**src/rtl/ps2_host_tx.sv**
```systemverilog
`default_nettype none
// +----------------------------------------------------------------------------+
// | Module   : ps2_host_tx                                                     |
// | Purpose  : PS/2 host-to-device command transmitter (open-drain via oe).    |
// | Options  : PS2_HOST_TX_TIMEOUT_EN builds the frame timeout / error path.   |
// | Revision : 1.0  initial release                                            |
// +----------------------------------------------------------------------------+
module ps2_host_tx #(
  parameter int CLK_HZ     = 50000000,
  parameter int INHIBIT_US = 100,
  parameter int TIMEOUT_US = 15000
) (
  input  logic       clk,
  input  logic       nreset,
  input  logic       start,
  input  logic [7:0] data,
  output logic       busy,
  output logic       done,
  output logic       ack_ok,
  output logic       error,
  input  logic       PS2_clk,
  input  logic       PS2_data,
  output logic       PS2_clk_oe,
  output logic       PS2_data_oe
);

  localparam int N_INH = CLK_HZ / 1000000 * INHIBIT_US;
  localparam int INH_W = $clog2(N_INH) + 1;
  localparam int N_BITS = 10;
  localparam int BIT_W = $clog2(N_BITS) + 1;

  typedef enum logic [2:0] {
    S_IDLE      = 3'd0,
    S_INHIBIT   = 3'd1,
    S_REQ       = 3'd2,
    S_SEND      = 3'd3,
    S_ACK       = 3'd4,
    S_WAIT_IDLE = 3'd5
  } state_t;

  state_t             state_q;
  logic [2:0]         clk_sync_q;
  logic [1:0]         data_sync_q;
  logic [9:0]         frame_q;
  logic [BIT_W-1:0]   bit_cnt_q;
  logic [INH_W-1:0]   inh_cnt_q;
  logic               busy_q, done_q, ack_q, err_q, clk_oe_q, data_oe_q;
  logic               clk_cur, clk_fe, data_cur, active, to_hit;

  // Lines idle high, so the synchronizers reset to 1 to avoid a false edge.
  always_ff @(posedge clk or negedge nreset) begin
    if (!nreset) begin
      clk_sync_q  <= 3'b111;
      data_sync_q <= 2'b11;
    end else begin
      clk_sync_q  <= {clk_sync_q[1:0], PS2_clk};
      data_sync_q <= {data_sync_q[0], PS2_data};
    end
  end

  assign clk_cur  = clk_sync_q[1];
  assign clk_fe   = clk_sync_q[2] & ~clk_sync_q[1];
  assign data_cur = data_sync_q[1];
  assign active   = (state_q == S_SEND) || (state_q == S_ACK) || (state_q == S_WAIT_IDLE);

`ifdef PS2_HOST_TX_TIMEOUT_EN
  localparam int N_TO = CLK_HZ / 1000000 * TIMEOUT_US;
  localparam int TO_W = $clog2(N_TO) + 1;
  logic [TO_W-1:0] to_cnt_q;

  always_ff @(posedge clk or negedge nreset) begin
    if (!nreset) begin
      to_cnt_q <= '0;
    end else if (state_q == S_REQ) begin
      to_cnt_q <= '0;
    end else if (active && (to_cnt_q != TO_W'(N_TO))) begin
      to_cnt_q <= to_cnt_q + 1'b1;
    end
  end

  // Fires on the edge where the counter would reach the terminal count.
  assign to_hit = active && (to_cnt_q == TO_W'(N_TO - 1));
`else
  assign to_hit = 1'b0;
`endif

  always_ff @(posedge clk or negedge nreset) begin
    if (!nreset) begin
      state_q   <= S_IDLE;
      frame_q   <= '0;
      bit_cnt_q <= '0;
      inh_cnt_q <= '0;
      busy_q    <= 1'b0;
      done_q    <= 1'b0;
      ack_q     <= 1'b0;
      err_q     <= 1'b0;
      clk_oe_q  <= 1'b0;
      data_oe_q <= 1'b0;
    end else begin
      done_q <= 1'b0;
      case (state_q)
        S_IDLE: begin
          clk_oe_q  <= 1'b0;
          data_oe_q <= 1'b0;
          // done_q high means the previous frame ended this cycle.
          if (start && !done_q) begin
            frame_q   <= {1'b1, ~^data, data};
            ack_q     <= 1'b0;
            err_q     <= 1'b0;
            busy_q    <= 1'b1;
            clk_oe_q  <= 1'b1;
            inh_cnt_q <= '0;
            state_q   <= S_INHIBIT;
          end
        end
        S_INHIBIT: begin
          if (inh_cnt_q == INH_W'(N_INH - 1)) begin
            data_oe_q <= 1'b1;
            state_q   <= S_REQ;
          end else begin
            inh_cnt_q <= inh_cnt_q + 1'b1;
          end
        end
        S_REQ: begin
          clk_oe_q  <= 1'b0;
          bit_cnt_q <= '0;
          state_q   <= S_SEND;
        end
        S_SEND: begin
          if (clk_fe) begin
            data_oe_q <= ~frame_q[0];
            frame_q   <= {1'b1, frame_q[9:1]};
            bit_cnt_q <= bit_cnt_q + 1'b1;
            if (bit_cnt_q == BIT_W'(N_BITS - 1)) begin
              state_q <= S_ACK;
            end
          end
        end
        S_ACK: begin
          if (clk_fe) begin
            ack_q   <= ~data_cur;
            state_q <= S_WAIT_IDLE;
          end
        end
        S_WAIT_IDLE: begin
          if (clk_cur && data_cur) begin
            done_q  <= 1'b1;
            busy_q  <= 1'b0;
            state_q <= S_IDLE;
          end
        end
        default: state_q <= S_IDLE;
      endcase
      if (to_hit) begin
        clk_oe_q  <= 1'b0;
        data_oe_q <= 1'b0;
        err_q     <= 1'b1;
        ack_q     <= 1'b0;
        done_q    <= 1'b1;
        busy_q    <= 1'b0;
        state_q   <= S_IDLE;
      end
    end
  end

  assign busy        = busy_q;
  assign done        = done_q;
  assign ack_ok      = ack_q;
  assign error       = err_q;
  assign PS2_clk_oe  = clk_oe_q;
  assign PS2_data_oe = data_oe_q;

endmodule
`default_nettype wire
```
**config.mk**
```make
export PLATFORM = sky130hd
export DESIGN_NAME = ps2_host_tx
export DESIGN_NICKNAME = d
export VERILOG_FILES = /design/src/rtl/ps2_host_tx.sv
export SDC_FILE = /design/constraint.sdc
export NUM_CORES = 1
export LEC_CHECK = 0
export CAP_MARGIN = 20
export CELL_PAD_IN_SITES_DETAIL_PLACEMENT = 2
export CELL_PAD_IN_SITES_GLOBAL_PLACEMENT = 2
export CORE_MARGIN = 3
export CORE_UTILIZATION = 33
export DETAILED_ROUTE_END_ITERATION = 8
export HOLD_SLACK_MARGIN = 0.02
export MAX_ROUTING_LAYER = met4
export PLACE_DENSITY = 0.86
export RECOVER_POWER = 50
export SYNTH_ARGS = -nofsm -noshare
export SYNTH_HDL_FRONTEND = slang
export SYNTH_SLANG_ARGS = --single-unit
```
**constraint.sdc**
```tcl
create_clock -name clk -period 2.2 [get_ports clk]
set_input_delay 0.44 -clock clk [delete_from_list [all_inputs] [get_ports clk]]
set_output_delay 0.44 -clock clk [all_outputs]
set_load 0.01 [all_outputs]
```
# Word-level counts from Yosys, hierarchy flattened
# Cells that the tools add are included.
# Widths: inputs -> output; s select.
# classes
eq_ne	14
n_mux	28
bitwise	4
reduce_logical	19
add_sub_neg	2
# ops
op	count
$mux 14	2
$pmux 14 s2	1
$mux 10	2
$pmux 10 s2	1
$mux 3	6
$pmux 3 s6	1
$reduce_and 3->1	5
$add 14x1->14 const B	1
$eq 14x13->1 const B	1
$reduce_bool 2->1	6
$ne 2x2->1 const B	5
$pmux 5 s2	1
$mux 1	9
$reduce_xnor 8->1	1
$eq 3x2->1 const B	2
$eq 3x3->1 const B	2
$pmux 1 s2	3
$reduce_and 6->1	1
$add 5x1->5 const B	1
$eq 5x4->1 const B	1
$mux 5	1
$ne 2x1->1 const B	2
$eq 3x1->1 const B	1
$logic_not 3->1	1
7 further kinds	10
# totals
elab_cells	78
out_inout_bits	6
regBits	42
input_bits	13

# Logic depth before layout (Yosys ltp)
# Gate-level depths: netlist (run 1).
# depth
ltp_word	4
mapped_depth	6
depth_no_buf	6

# Worst setup path after synthesis (run 1)
# OpenSTA, ideal clock, no wires.
# synth_path
kind	reg-to-reg
startpoint	register inh_cnt_q[10]
endpoint	register data_oe_q (netlist: PS2_data_oe)
arrival_ns	1.995
stages_incl_launch_ff	6
slack_ns	0.139
setup_time_ns	0.065
synth_period_minus_slack_ns	2.061
n_path_buf	1
path_cell_list	dfrtp_1 > or4_4 > or4_4 > buf_6 > a221oi_2 > o22a_1
# synth_between
elab_chain_cells	3
# synth_rtl
element	line_no	rtl
start, declared	46	logic [INH_W-1:0] inh_cnt_q;
start signal, assigned	121	inh_cnt_q <= inh_cnt_q + 1'b1;
$eq 14x13->1	117	if (inh_cnt_q == INH_W'(N_INH - 1)) begin
$ne 2x2->1 (no source line)	n/a	
$reduce_and 3->1 (no source line)	n/a	
end signal, assigned	131	data_oe_q <= ~frame_q[0];
end, declared	47	logic busy_q, done_q, ack_q, err_q, clk_oe_q, data_oe_q;
# Every way passes these cells.
# A chain may end at the register's enable or synchronous reset.

# Final worst setup path (run 1)
# layout_path
startpoint	register inh_cnt_q[11]
endpoint	register data_oe_q (netlist: PS2_data_oe)
# The elaborated chain is that of the path after synthesis.

==> results of run 1 <==
==> flip-flops by register name, summed over array words and instances (netlist names) <==
signal       cells
data_sync_q      2
state_q          3
inh_cnt_q       14
PS2_data_oe      1
ack_ok           1
done             1
busy             1
PS2_clk_oe       1
frame_q         10
clk_sync_q       3
bit_cnt_q        5
==> where the power goes <==
part / switching, mW / internal [mW] / total [mW]
sequential: 0.00321 / 0.779 / 0.783
clock: 0.272 / 0.254 / 0.525
combinational: 0.0404 / 0.0368 / 0.0772
total: 0.316 / 1.07 / 1.39
==> worst max-delay path, stage by stage, from the launching register on <==
cell and delay, ps:
dfrtp_1 440, or4_4 540, or4_4 610, a221oi_2 310, o22a_1 180
==> through the flow <==
step	utilization (%)	power (mW)	area, um2	instances	TNS, ps
global route	41.2	1.45	2650	336	0
finish	41.2	1.39	2650	336	0
floorplan	-	0.830	2220	227	0
CTS	41.4	1.41	2660	336	0
detailed placement	39.9	0.880	2560	328	-314
global placement	39.9	0.876	2560	328	0
==> path summary, 6_finish.rpt <==
check / startpoint / end / slack (ps) / cells after the start
worst max-delay path: inh_cnt_q[11] / PS2_data_oe / 60 / 4
worst min register to register: data_sync_q[0] / data_sync_q[1] / 360 / 0
worst min-delay path: data_sync_q[0] / data_sync_q[1] / 360 / 0
max in group asynchronous: nreset / PS2_clk_oe / 460 / 2
min in group asynchronous: nreset / frame_q[0] / 650 / 1
worst max register to register: inh_cnt_q[11] / PS2_data_oe / 60 / 4
==> per-layer routing <==
metal / share of wire (%) / track usage (%) / up-vias
met3: 2.3 / 3.29 / 4
met4: 0.76 / 5.44 / 0
li1: - / - / 891
met1: 43 / 21.5 / 977
met2: 54 / 33.6 / 24
met5: 0 / - / -
==> cell families (layout without fill, tap and decap cells) <==
logic type      Yosys count  in the layout
simple gates             88             88
compound gates           58             58
flops                    42             42
buf+inv                  15             47
mux                      11             11
xor+xnor                  9              9
fa+ha+maj                 3              3
other cells               1              1
==> synthesized netlist by cell type (6+ instances only) <==
| cell | instances | area, um2 |
|---|---|---|
| nand2_1 | 21 | 78.8 |
| clkbuf_1 | 6 | 22.5 |
| mux2i_1 | 11 | 110 |
| a31oi_1 | 9 | 56.3 |
| o21ai_0 | 12 | 60.1 |
| a21oi_1 | 13 | 65.1 |
| nor2_1 | 22 | 82.6 |
| nand2b_1 | 8 | 50.1 |
| nand4_1 | 6 | 37.5 |
| xnor2_1 | 8 | 70.1 |
| dfrtp_1 | 37 | 926 |
==> area by class of cell <==
type	instances	area (um2)	area share (%)
multi-input cells	170	1090	41.0
well taps	77	96.3	3.64
inverters	5	18.8	0.709
flip-flops and latches	42	1060	39.9
clock buffers	7	86.3	3.26
repair buffers	34	298	11.2
clock inverters	1	5.00	0.189
==> placed cells by master, fill, tap and decap left out, types with 4 or more instances in the layout <==
master / count
a21oi_1: 13
a31oi_1: 9
buf_4: 14
clkbuf_8: 6
clkdlybuf4s50_1: 14
dfrtp_1: 37
dfstp_2: 4
inv_1: 5
mux2i_1: 11
nand2_1: 21
nand2b_1: 8
nand3_1: 4
nand4_1: 6
nor2_1: 22
nor4_1: 4
o21ai_0: 12
xnor2_1: 8
==> results.cfg, run 1 <==
[synthesis]
yosys_warnings = 0
synthXorXnorAreaFrac_pct = 3.56
synth_edf_count = 0
yosysUniqueCellTypes = 53
synth_simple_gate_area_share_pct = 21.3
syn-num-nets = 243
ys.flop_type = dfrtp_1
ys_seq_area_share_pct = 47.7
synth_compound_area_share_pct = 17.4
synth_top_family_by_area = simple AND/OR/NAND/NOR gates
syn_avg_cell_area_um2 = 9.77
synthCells = 227
ys_seq_elements = 42
async_flop_share_pct = 100
yosys.area_share.adder_pct = 1.69
synthMuxAreaShare_pct = 4.97
synth_area_um2 = 2220

[place]
gp_congestion = 0.775
dp_hpwl_mm = 4.80
io_buffers = 17
place_ws_ps = -132

[clock_tree]
h-tree-depth = 2
clkTransAtPathRegs_ps = 80
ctsResizeCount = 0
post-cts-setup-buffer-count = 0
hold_buffers = 0
clkSinkCount = 42
clk_path_buf_depth = 2
clock_latency_ps = 300
cts_tree = done
clock-root-buffer = clkbuf_8
cts_buffers = 5

[sta]
fin_crit_ps = 2140
whs_ps = 361
clock_skew_ps = 6.44
worstMarginPinSlew_ps = 1880
maxSlewHeadroom_pct = -25.4
max_freq_mhz = 468
rsz0062_at_grt = no
setup_viol_count_final = 0
timing.final.ws_setup_ps = 64.1
hold_viol_final = 0
drv_slew = 35
finalCritPeriodShare_pct = 97.1

[global_route]
grt_max_degree = 35
grt_pass1_vias = 2183
antenna_found_initial = 0
overflow = 0
grt_util_all_layers_pct = 18.8
grt_pass1_wl_mm = 10.9

[cells_and_area]
final_layout_size_suffix_gt1_share_pct = 14.3
fillers = 721
synthToLayoutAreaGrowth_pct = 19.5
antenna_cells = 0
nets = 274

[route]
drt-total-wl_mm = 6.30
vias = 1896
ant_nets = 0
firstDrtPassIters = 4
drt_first_iter_violations = 52
drc_errors = 0
wl_per_cell_um = 18.8
viasPerCell = 5.64

[critical_path]
critPathMaxFanout = 9
crit_arrival_ps = 2380
start_kind = flop
critPathCaptureType = flop
required_ps = 2440
critPathKind = flop to flop

[pwr]
vdd_drop_max_v = 0.000333
p_leak_nw = 1.12
p_per_area_nw_per_um2 = 523

[floorplanning]
start_util_pct = 34.5
die_h_um = 88.0
core-area_um2 = 6420
row_count = 29
die_area_um2 = 7740
die-width_um = 88.0
boundaryPins = 19

[worst_hold_path]
hold_class = flop to flop

[run_status]
run_status = finished, violations left
violations = max-capacitance violations, max-slew violations

[run]
drv_cap = 1
No activity file was read; power rests on OpenSTA's default activity.
==> run 2: changes to the inputs <==
--- a/config.mk
+++ b/config.mk
@@ -10,6 +10,7 @@
 export CELL_PAD_IN_SITES_GLOBAL_PLACEMENT = 2
 export CORE_MARGIN = 3
 export CORE_UTILIZATION = 33
+export CTS_CLUSTER_DIAMETER = 200
 export DETAILED_ROUTE_END_ITERATION = 8
 export HOLD_SLACK_MARGIN = 0.02
 export MAX_ROUTING_LAYER = met4
==> results of run 2 <==
Same layout as run 1: the final DEF is identical, and so are final timing and power.
